### src/rtl/dac_stream_pkg.sv
`timescale 1ns/1ps
// Shared state encoding, DAC command codes and frame layout for the DAC streaming engine.
package dac_stream_pkg;

  typedef enum logic [2:0] {
    IDLE,
    IDLE_GRP,
    SETUP,
    LOW,
    HIGH,
    HOLD,
    GAP,
    LDAC
  } state_t;

  localparam logic [3:0] CMD_WRITE_UPDATE = 4'b0011;
  localparam logic [3:0] CMD_WRITE_INPUT  = 4'b0001;
  localparam int         FRAME_BITS       = 24;

  // Frame word: command nibble, 16-bit left-justified sample, four zero pad bits.
  function automatic logic [FRAME_BITS-1:0] build_frame(input logic [3:0]  cmd,
                                                        input logic [15:0] data16);
    return {cmd, data16, 4'b0000};
  endfunction

endpackage

### src/rtl/sync_fifo.sv
`timescale 1ns/1ps
// Single-clock FIFO with registered full/empty flags and an occupancy count.
module sync_fifo #(
  parameter  int WIDTH = 8,
  parameter  int DEPTH = 16,
  localparam int AW    = $clog2(DEPTH)
) (
  input  logic             clk,
  input  logic             rst_n,
  input  logic             push,
  input  logic             pop,
  input  logic [WIDTH-1:0] wdata,
  output logic [WIDTH-1:0] rdata,
  output logic             full,
  output logic             empty,
  output logic [AW:0]      level
);

  logic [WIDTH-1:0] mem [DEPTH];
  logic [AW-1:0]    wr_ptr;
  logic [AW-1:0]    rd_ptr;
  logic             do_push;
  logic             do_pop;
  logic [AW:0]      level_d;

  assign do_push = push && !full;
  assign do_pop  = pop && !empty;
  assign rdata   = mem[rd_ptr];

  always_comb begin
    level_d = level;
    if (do_push && !do_pop) level_d = level + 1'b1;
    else if (do_pop && !do_push) level_d = level - 1'b1;
  end

  always_ff @(posedge clk) begin
    if (do_push) mem[wr_ptr] <= wdata;
  end

  // Pointers wrap naturally because DEPTH is a power of two.
  always_ff @(posedge clk or negedge rst_n) begin
    if (!rst_n) begin
      wr_ptr <= '0;
      rd_ptr <= '0;
      level  <= '0;
      full   <= 1'b0;
      empty  <= 1'b1;
    end else begin
      if (do_push) wr_ptr <= wr_ptr + 1'b1;
      if (do_pop)  rd_ptr <= rd_ptr + 1'b1;
      level <= level_d;
      full  <= (level_d == (AW+1)'(DEPTH));
      empty <= (level_d == '0);
    end
  end

endmodule

### src/rtl/dac_stream_controller.sv
`timescale 1ns/1ps
// Paced multi-channel SPI DAC streamer: FIFO-buffered samples serialised as 24-bit frames
// on a shared SCLK/MOSI with one active-low sync per channel and optional grouped LDAC.
module dac_stream_controller
  import dac_stream_pkg::*;
#(
  parameter  int CHANNELS   = 2,
  parameter  int DATA_WIDTH = 12,
  parameter  int FIFO_DEPTH = 16,
  parameter  int CLK_DIV    = 4,
  localparam int CH_W       = (CHANNELS > 1) ? $clog2(CHANNELS) : 1,
  localparam int LVL_W      = $clog2(FIFO_DEPTH) + 1
) (
  input  logic                  clk,
  input  logic                  reset,
  input  logic                  enable,
  input  logic                  mode,
  input  logic [15:0]           rateDiv,
  // Write handshake: an entry is taken on a rising clk edge where wrValid && wrReady;
  // wrReady depends only on registered FIFO state, never on wrValid.
  input  logic                  wrValid,
  output logic                  wrReady,
  input  logic [CH_W-1:0]       wrChannel,
  input  logic [DATA_WIDTH-1:0] wrData,
  input  logic                  wrLast,
  output logic [LVL_W-1:0]      fifoLevel,
  output logic                  busy,
  output logic                  underflow,
  output logic                  overrun,
  input  logic                  clearFlags,
  output logic                  dacSclk,
  output logic                  dacMosi,
  output logic [CHANNELS-1:0]   dacSs,
  output logic                  dacLdacn,
  output state_t                dbg_state
);

  localparam int EW    = 1 + CH_W + DATA_WIDTH;
  localparam int DIV_W = $clog2(CLK_DIV) + 1;

  state_t                  state_q, state_d;
  logic [EW-1:0]           rd_entry;
  logic                    fifo_full, fifo_empty, pop;
  logic                    rd_last;
  logic [CH_W-1:0]         rd_ch;
  logic [DATA_WIDTH-1:0]   rd_data;
  logic [15:0]             data16;
  logic [15:0]             rate_cnt;
  logic                    paced, tick, start;
  logic [DIV_W-1:0]        div_cnt;
  logic                    phase_end;
  logic [4:0]              bit_cnt;
  logic [FRAME_BITS-1:0]   shift_q;
  logic [CH_W-1:0]         cur_ch;
  logic                    cur_mode, cur_last;
  logic                    in_frame;

  sync_fifo #(.WIDTH(EW), .DEPTH(FIFO_DEPTH)) u_fifo (
    .clk   (clk),
    .rst_n (reset),
    .push  (wrValid),
    .pop   (pop),
    .wdata ({wrLast, wrChannel, wrData}),
    .rdata (rd_entry),
    .full  (fifo_full),
    .empty (fifo_empty),
    .level (fifoLevel)
  );

  assign wrReady = !fifo_full;
  assign {rd_last, rd_ch, rd_data} = rd_entry;
  assign data16    = 16'(rd_data) << (16 - DATA_WIDTH);
  assign busy      = (state_q != IDLE);
  assign dbg_state = state_q;
  assign phase_end = (div_cnt == DIV_W'(CLK_DIV - 1));

  // Pacing: tick once every rateDiv+1 enabled clocks; rateDiv == 0 means free-running.
  assign paced = (rateDiv != 16'd0);
  assign tick  = enable && paced && (rate_cnt >= rateDiv);
  assign start = enable && !fifo_empty && (!paced || tick);

  always_ff @(posedge clk or negedge reset) begin
    if (!reset) begin
      rate_cnt <= '0;
    end else if (!enable || !paced || (rate_cnt >= rateDiv)) begin
      rate_cnt <= '0;
    end else begin
      rate_cnt <= rate_cnt + 16'd1;
    end
  end

  always_ff @(posedge clk or negedge reset) begin
    if (!reset) begin
      underflow <= 1'b0;
      overrun   <= 1'b0;
    end else if (clearFlags) begin
      underflow <= 1'b0;
      overrun   <= 1'b0;
    end else if (tick) begin
      if (busy) overrun <= 1'b1;
      else if (fifo_empty) underflow <= 1'b1;
    end
  end

  always_comb begin
    state_d = state_q;
    pop     = 1'b0;
    case (state_q)
      IDLE: begin
        if (start) begin
          state_d = SETUP;
          pop     = 1'b1;
        end
      end
      IDLE_GRP: begin
        if (!enable) begin
          state_d = IDLE;
        end else if (!fifo_empty) begin
          state_d = SETUP;
          pop     = 1'b1;
        end
      end
      SETUP: if (phase_end) state_d = LOW;
      LOW:   if (phase_end) state_d = HIGH;
      HIGH:  if (phase_end) state_d = (bit_cnt == 5'(FRAME_BITS - 1)) ? HOLD : LOW;
      HOLD:  if (phase_end) state_d = GAP;
      GAP: begin
        // A group continues back-to-back until its last entry; LDAC only closes grouped frames.
        if (phase_end) begin
          if (cur_last) begin
            state_d = cur_mode ? LDAC : IDLE;
          end else if (!enable) begin
            state_d = IDLE;
          end else if (fifo_empty) begin
            state_d = IDLE_GRP;
          end else begin
            state_d = SETUP;
            pop     = 1'b1;
          end
        end
      end
      LDAC:    if (phase_end) state_d = IDLE;
      default: state_d = IDLE;
    endcase
  end

  always_ff @(posedge clk or negedge reset) begin
    if (!reset) begin
      state_q  <= IDLE;
      div_cnt  <= '0;
      bit_cnt  <= '0;
      shift_q  <= '0;
      cur_ch   <= '0;
      cur_mode <= 1'b0;
      cur_last <= 1'b0;
    end else begin
      state_q <= state_d;
      div_cnt <= (state_d != state_q) ? '0 : div_cnt + 1'b1;
      if (pop) begin
        shift_q  <= build_frame(mode ? CMD_WRITE_INPUT : CMD_WRITE_UPDATE, data16);
        cur_ch   <= rd_ch;
        cur_mode <= mode;
        cur_last <= rd_last;
        bit_cnt  <= '0;
      end else begin
        if (state_q == LOW && phase_end) shift_q <= {shift_q[FRAME_BITS-2:0], 1'b0};
        if (state_q == HIGH && phase_end) bit_cnt <= bit_cnt + 1'b1;
      end
    end
  end

  // Out-of-range channels still run the full frame timing but leave every sync line high.
  always_comb begin
    in_frame = (state_q == SETUP) || (state_q == LOW) || (state_q == HIGH) || (state_q == HOLD);
    dacSclk  = (state_q != LOW);
    dacMosi  = in_frame ? shift_q[FRAME_BITS-1] : 1'b0;
    dacLdacn = (state_q != LDAC);
    dacSs    = '1;
    for (int i = 0; i < CHANNELS; i++) begin
      dacSs[i] = !(in_frame && (int'(cur_ch) == i));
    end
  end

endmodule

### config.mk
export PLATFORM = sky130hd
export DESIGN_NAME = dac_stream_controller
export DESIGN_NICKNAME = d
export VERILOG_FILES = /design/src/rtl/dac_stream_pkg.sv /design/src/rtl/sync_fifo.sv /design/src/rtl/dac_stream_controller.sv
export SDC_FILE = /design/constraint.sdc
export NUM_CORES = 1
export LEC_CHECK = 0
export CAP_MARGIN = 20
export CORE_MARGIN = 5
export CORE_UTILIZATION = 63
export DETAILED_ROUTE_END_ITERATION = 8
export PLACE_DENSITY_LB_ADDON = 0.12
export REMOVE_ABC_BUFFERS = 1
export SLEW_MARGIN = 5
export SYNTH_ARGS = -nofsm -noshare
export SYNTH_HDL_FRONTEND = slang
export SYNTH_SLANG_ARGS = --single-unit
export TNS_END_PERCENT = 50
### constraint.sdc
create_clock -name clk -period 6.75 [get_ports clk]
set_input_delay 1.35 -clock clk [delete_from_list [all_inputs] [get_ports clk]]
set_output_delay 1.35 -clock clk [all_outputs]
set_load 0.01 [all_outputs]
==> impl_metrics.json <==
{
  "p_int_mw": 3.686,
  "cp_max_fo": 36,
  "p_switching_mw": 1.516,
  "yosysMostFrequentCell": "edfxtp_1",
  "min_period_ns": 3.997,
  "cpLargestDelayFamily": "simple AND/OR/NAND/NOR gates",
  "clockPowerShare_pct": 29.1,
  "antenna_cells": 0,
  "crit_chain": "clkdlybuf4s50_1 > inv_1 > ha_1 > nor2b_4 > o211a_1 > o311a_4 > o31ai_4 > nand2_1 > nand4_1 > xnor2_1",
  "fin_ws_ns": 2.753,
  "async_reset_ff_share_pct": 21.95,
  "relSlewSlack_pct": 27.97,
  "initial_core_util_pct": 63.80,
  "numPortBuffers": 52,
  "die_h_um": 150.4,
  "die_w_um": 150.4,
  "core_um2": 19460,
  "max_cap_viol_count": 0,
  "clock_path_buffers": 3,
  "clock-sinks": 287,
  "htreeDepth": 1,
  "overflow": 0,
  "worstMarginPinSlew_ns": 1.081,
  "synth_edf_count": 224,
  "boundaryPins": 53,
  "max_freq_ghz": 0.2502,
  "grt_pass1_vias": 7097,
  "synth.ff_latch_count": 287,
  "crit_start": "rateDiv[1]",
  "finalMaxSlewViolations": 0,
  "synth.yosys.seq_area_share_pct": 66.88,
  "synth_area_leaders": "edfxtp_1 (54%), mux4_2 (13%), dfrtp_1 (12%)",
  "place_ws_ns": 2.189,
  "path_class": "input pin to register",
  "clk_root_buffer_cell": "clkbuf_16",
  "path_buf_inv": 2,
  "dr_total_vias": 6878,
  "drc": 0,
  "layout.nets": 878,
  "drt-pass1-iter-count": 5,
  "rsz0062_at_grt": "false",
  "antenna_found_initial": 0,
  "hpwl_um": 15420,
  "required_ns": 7.14,
  "avgViaCountPerCell": 6.247,
  "end_kind": "register",
  "numCtsBuffers": 29,
  "power_leakage_nw": 5.024,
  "grt_pass1_wl_um": 40910,
  "clk_pin_slew_ns": 0.06,
  "avgSynthCellArea_um2": 16.40,
  "hold_viol_final": 0,
  "grt_use_total_pct": 24.30,
  "synth_top_area_share_pct": 54.17,
  "placementRows": 51,
  "fin_worst_skew_ns": 0.01184,
  "clock_latency_ns": 0.54,
  "start_kind": "input pin",
  "place.gp.congestion": 0.8952,
  "synth.top_cells.by_count": "edfxtp_1 (224), mux4_2 (70), dfrtp_1 (62)",
  "hp-class": "register to register",
  "synthCells": 757,
  "drtIter0Drc": 419,
  "synth_ff_type": "edfxtp_1",
  "status": "complete, no violations",
  "synth.cell_area_um2": 12420,
  "cts_tree": "built",
  "ctsHoldBuffers": 0,
  "whs_ns": 0.4381,
  "p_comb_share_pct": 25.8,
  "power_density_nw_per_um2": 369.6,
  "area_growth_pct": 13.35,
  "drive_gt1_share_pct": 16.27,
  "ctsResizeCount": 0,
  "seq_area_um2": 8309,
  "seq_power_share_pct": 45.0,
  "dieArea_um2": 22620,
  "swShare_pct": 29.14,
  "multi_input_area_um2": 3881,
  "reg2reg_from": "rate_cnt[1]",
  "drt_wl_total_um": 26400,
  "n_fill_cell": 1205,
  "ant_nets": 0,
  "postCtsSetupBuffers": 0,
  "crit_slowest_cell": "nand2_1",
  "ys_types": 62,
  "yosysWarnings": 0,
  "routedWlPerCell_um": 23.98,
  "fin_tns_setup_ns": 0,
  "arrival_ns": 4.39,
  "grt_max_degree": 64,
  "vdd.ir_drop.worst_mv": 0.2660,
  "fin_crit_sh_pct": 59.21,
  "hold_start": "div_cnt[0]",
  "setup_viol": 0,
  "crit_path_max_incr_delay_ns": 0.67,
  "synth_top_area_cell": "edfxtp_1"
}
-- through the flow --
| stage | utilization [%] | power (mW) | instances | cell area, µm² |
|---|---|---|---|---|
| 3_5_place_dp | 67.74 | 3.711 | 1049 | 13180 |
| 5_1_grt | 72.32 | 5.452 | 1101 | 14070 |
| 3_3_place_gp | 67.74 | 3.653 | 1049 | 13180 |
| 6_report | 72.32 | 5.201 | 1101 | 14070 |
| 4_1_cts | 72.32 | 5.238 | 1101 | 14070 |
| 2_1_floorplan | - | 3.263 | 727 | 12290 |
-- layer usage --
layer / track usage, % / up-vias / wire [µm]
met3: 4.666 / 69 / 1803
met2: 41.06 / 256 / 13190
met4: 7.868 / 0 / 892
met5: 0 / - / 0
met1: 32.28 / 3500 / 10520
li1: - / 3053 / -
-- cell families (layout without fill, tap and decap cells) --
group           after synthesis  after routing  synth area share [%]
mux                          88             88                 14.17
flops                       287            287                 66.88
fa+ha+maj                    28             28                 2.801
simple gates                204            204                 8.414
buf+inv                      59            138                 1.864
xor+xnor                     30             30                 2.116
compound gates               61             61                 3.759
-- final cells by class --
cell class / count / share of cell area, %
flip-flops and latches: 287 / 59.04
multi-input cells: 411 / 27.58
clock buffers: 34 / 5.289
repair buffers: 57 / 3.929
well taps: 265 / 2.356
clock inverters: 18 / 1.040
inverters: 29 / 0.7734
-- flip-flops by register name, summed over array words and instances, names as in the netlist, 3 cells and up --
name,count
dbg_state,3
u_fifo.wr_ptr,4
bit_cnt,5
div_cnt,3
shift_q,16
rate_cnt,16
u_fifo.mem,224
u_fifo.level,5
u_fifo.rd_ptr,4
-- final timing paths --
check	endpoint	slack [ns]	cells after the start
max in group asynchronous	u_fifo.rd_ptr[0]	5.17	2
worst min-delay path	div_cnt[0]	0.44	1
worst max-delay path	u_fifo.rd_ptr[3]	2.75	10
min in group asynchronous	rate_cnt[13]	0.95	2
worst min register to register	div_cnt[0]	0.44	1
worst max register to register	u_fifo.rd_ptr[3]	3.67	8
-- worst reg2reg max path: stages (launching register included) --
cell and delay [ns]:
dfrtp_1 0.42, ha_1 0.31, nor2b_4 0.13, o211a_1 0.23
o311a_4 0.39, o31ai_4 0.34, nand2_1 0.67, nand4_1 0.35
xnor2_1 0.09
-- power by group through the flow --
stage          Sequential [mW]  Clock [mW]  Combinational, mW
4_1_cts                   2.34        1.54               1.35
3_5_place_dp              2.38           0               1.33
5_1_grt                   2.38        1.63               1.45
6_report                  2.34        1.52               1.34
2_1_floorplan             2.41           0              0.849
3_3_place_gp              2.36           0               1.30
-- placed cells by master (no fill, tap or decap), drive strengths merged, types with 18 or more instances in the layout --
master / n
o21ai: 19
clkbuf: 34
ha: 27
mux4: 70
edfxtp: 224
nand2: 55
clkdlybuf4s50: 51
nor2: 46
dfrtp: 62
and2: 22
nand3: 18
inv: 32
Note: power is estimated with default switching activity, not from simulation.
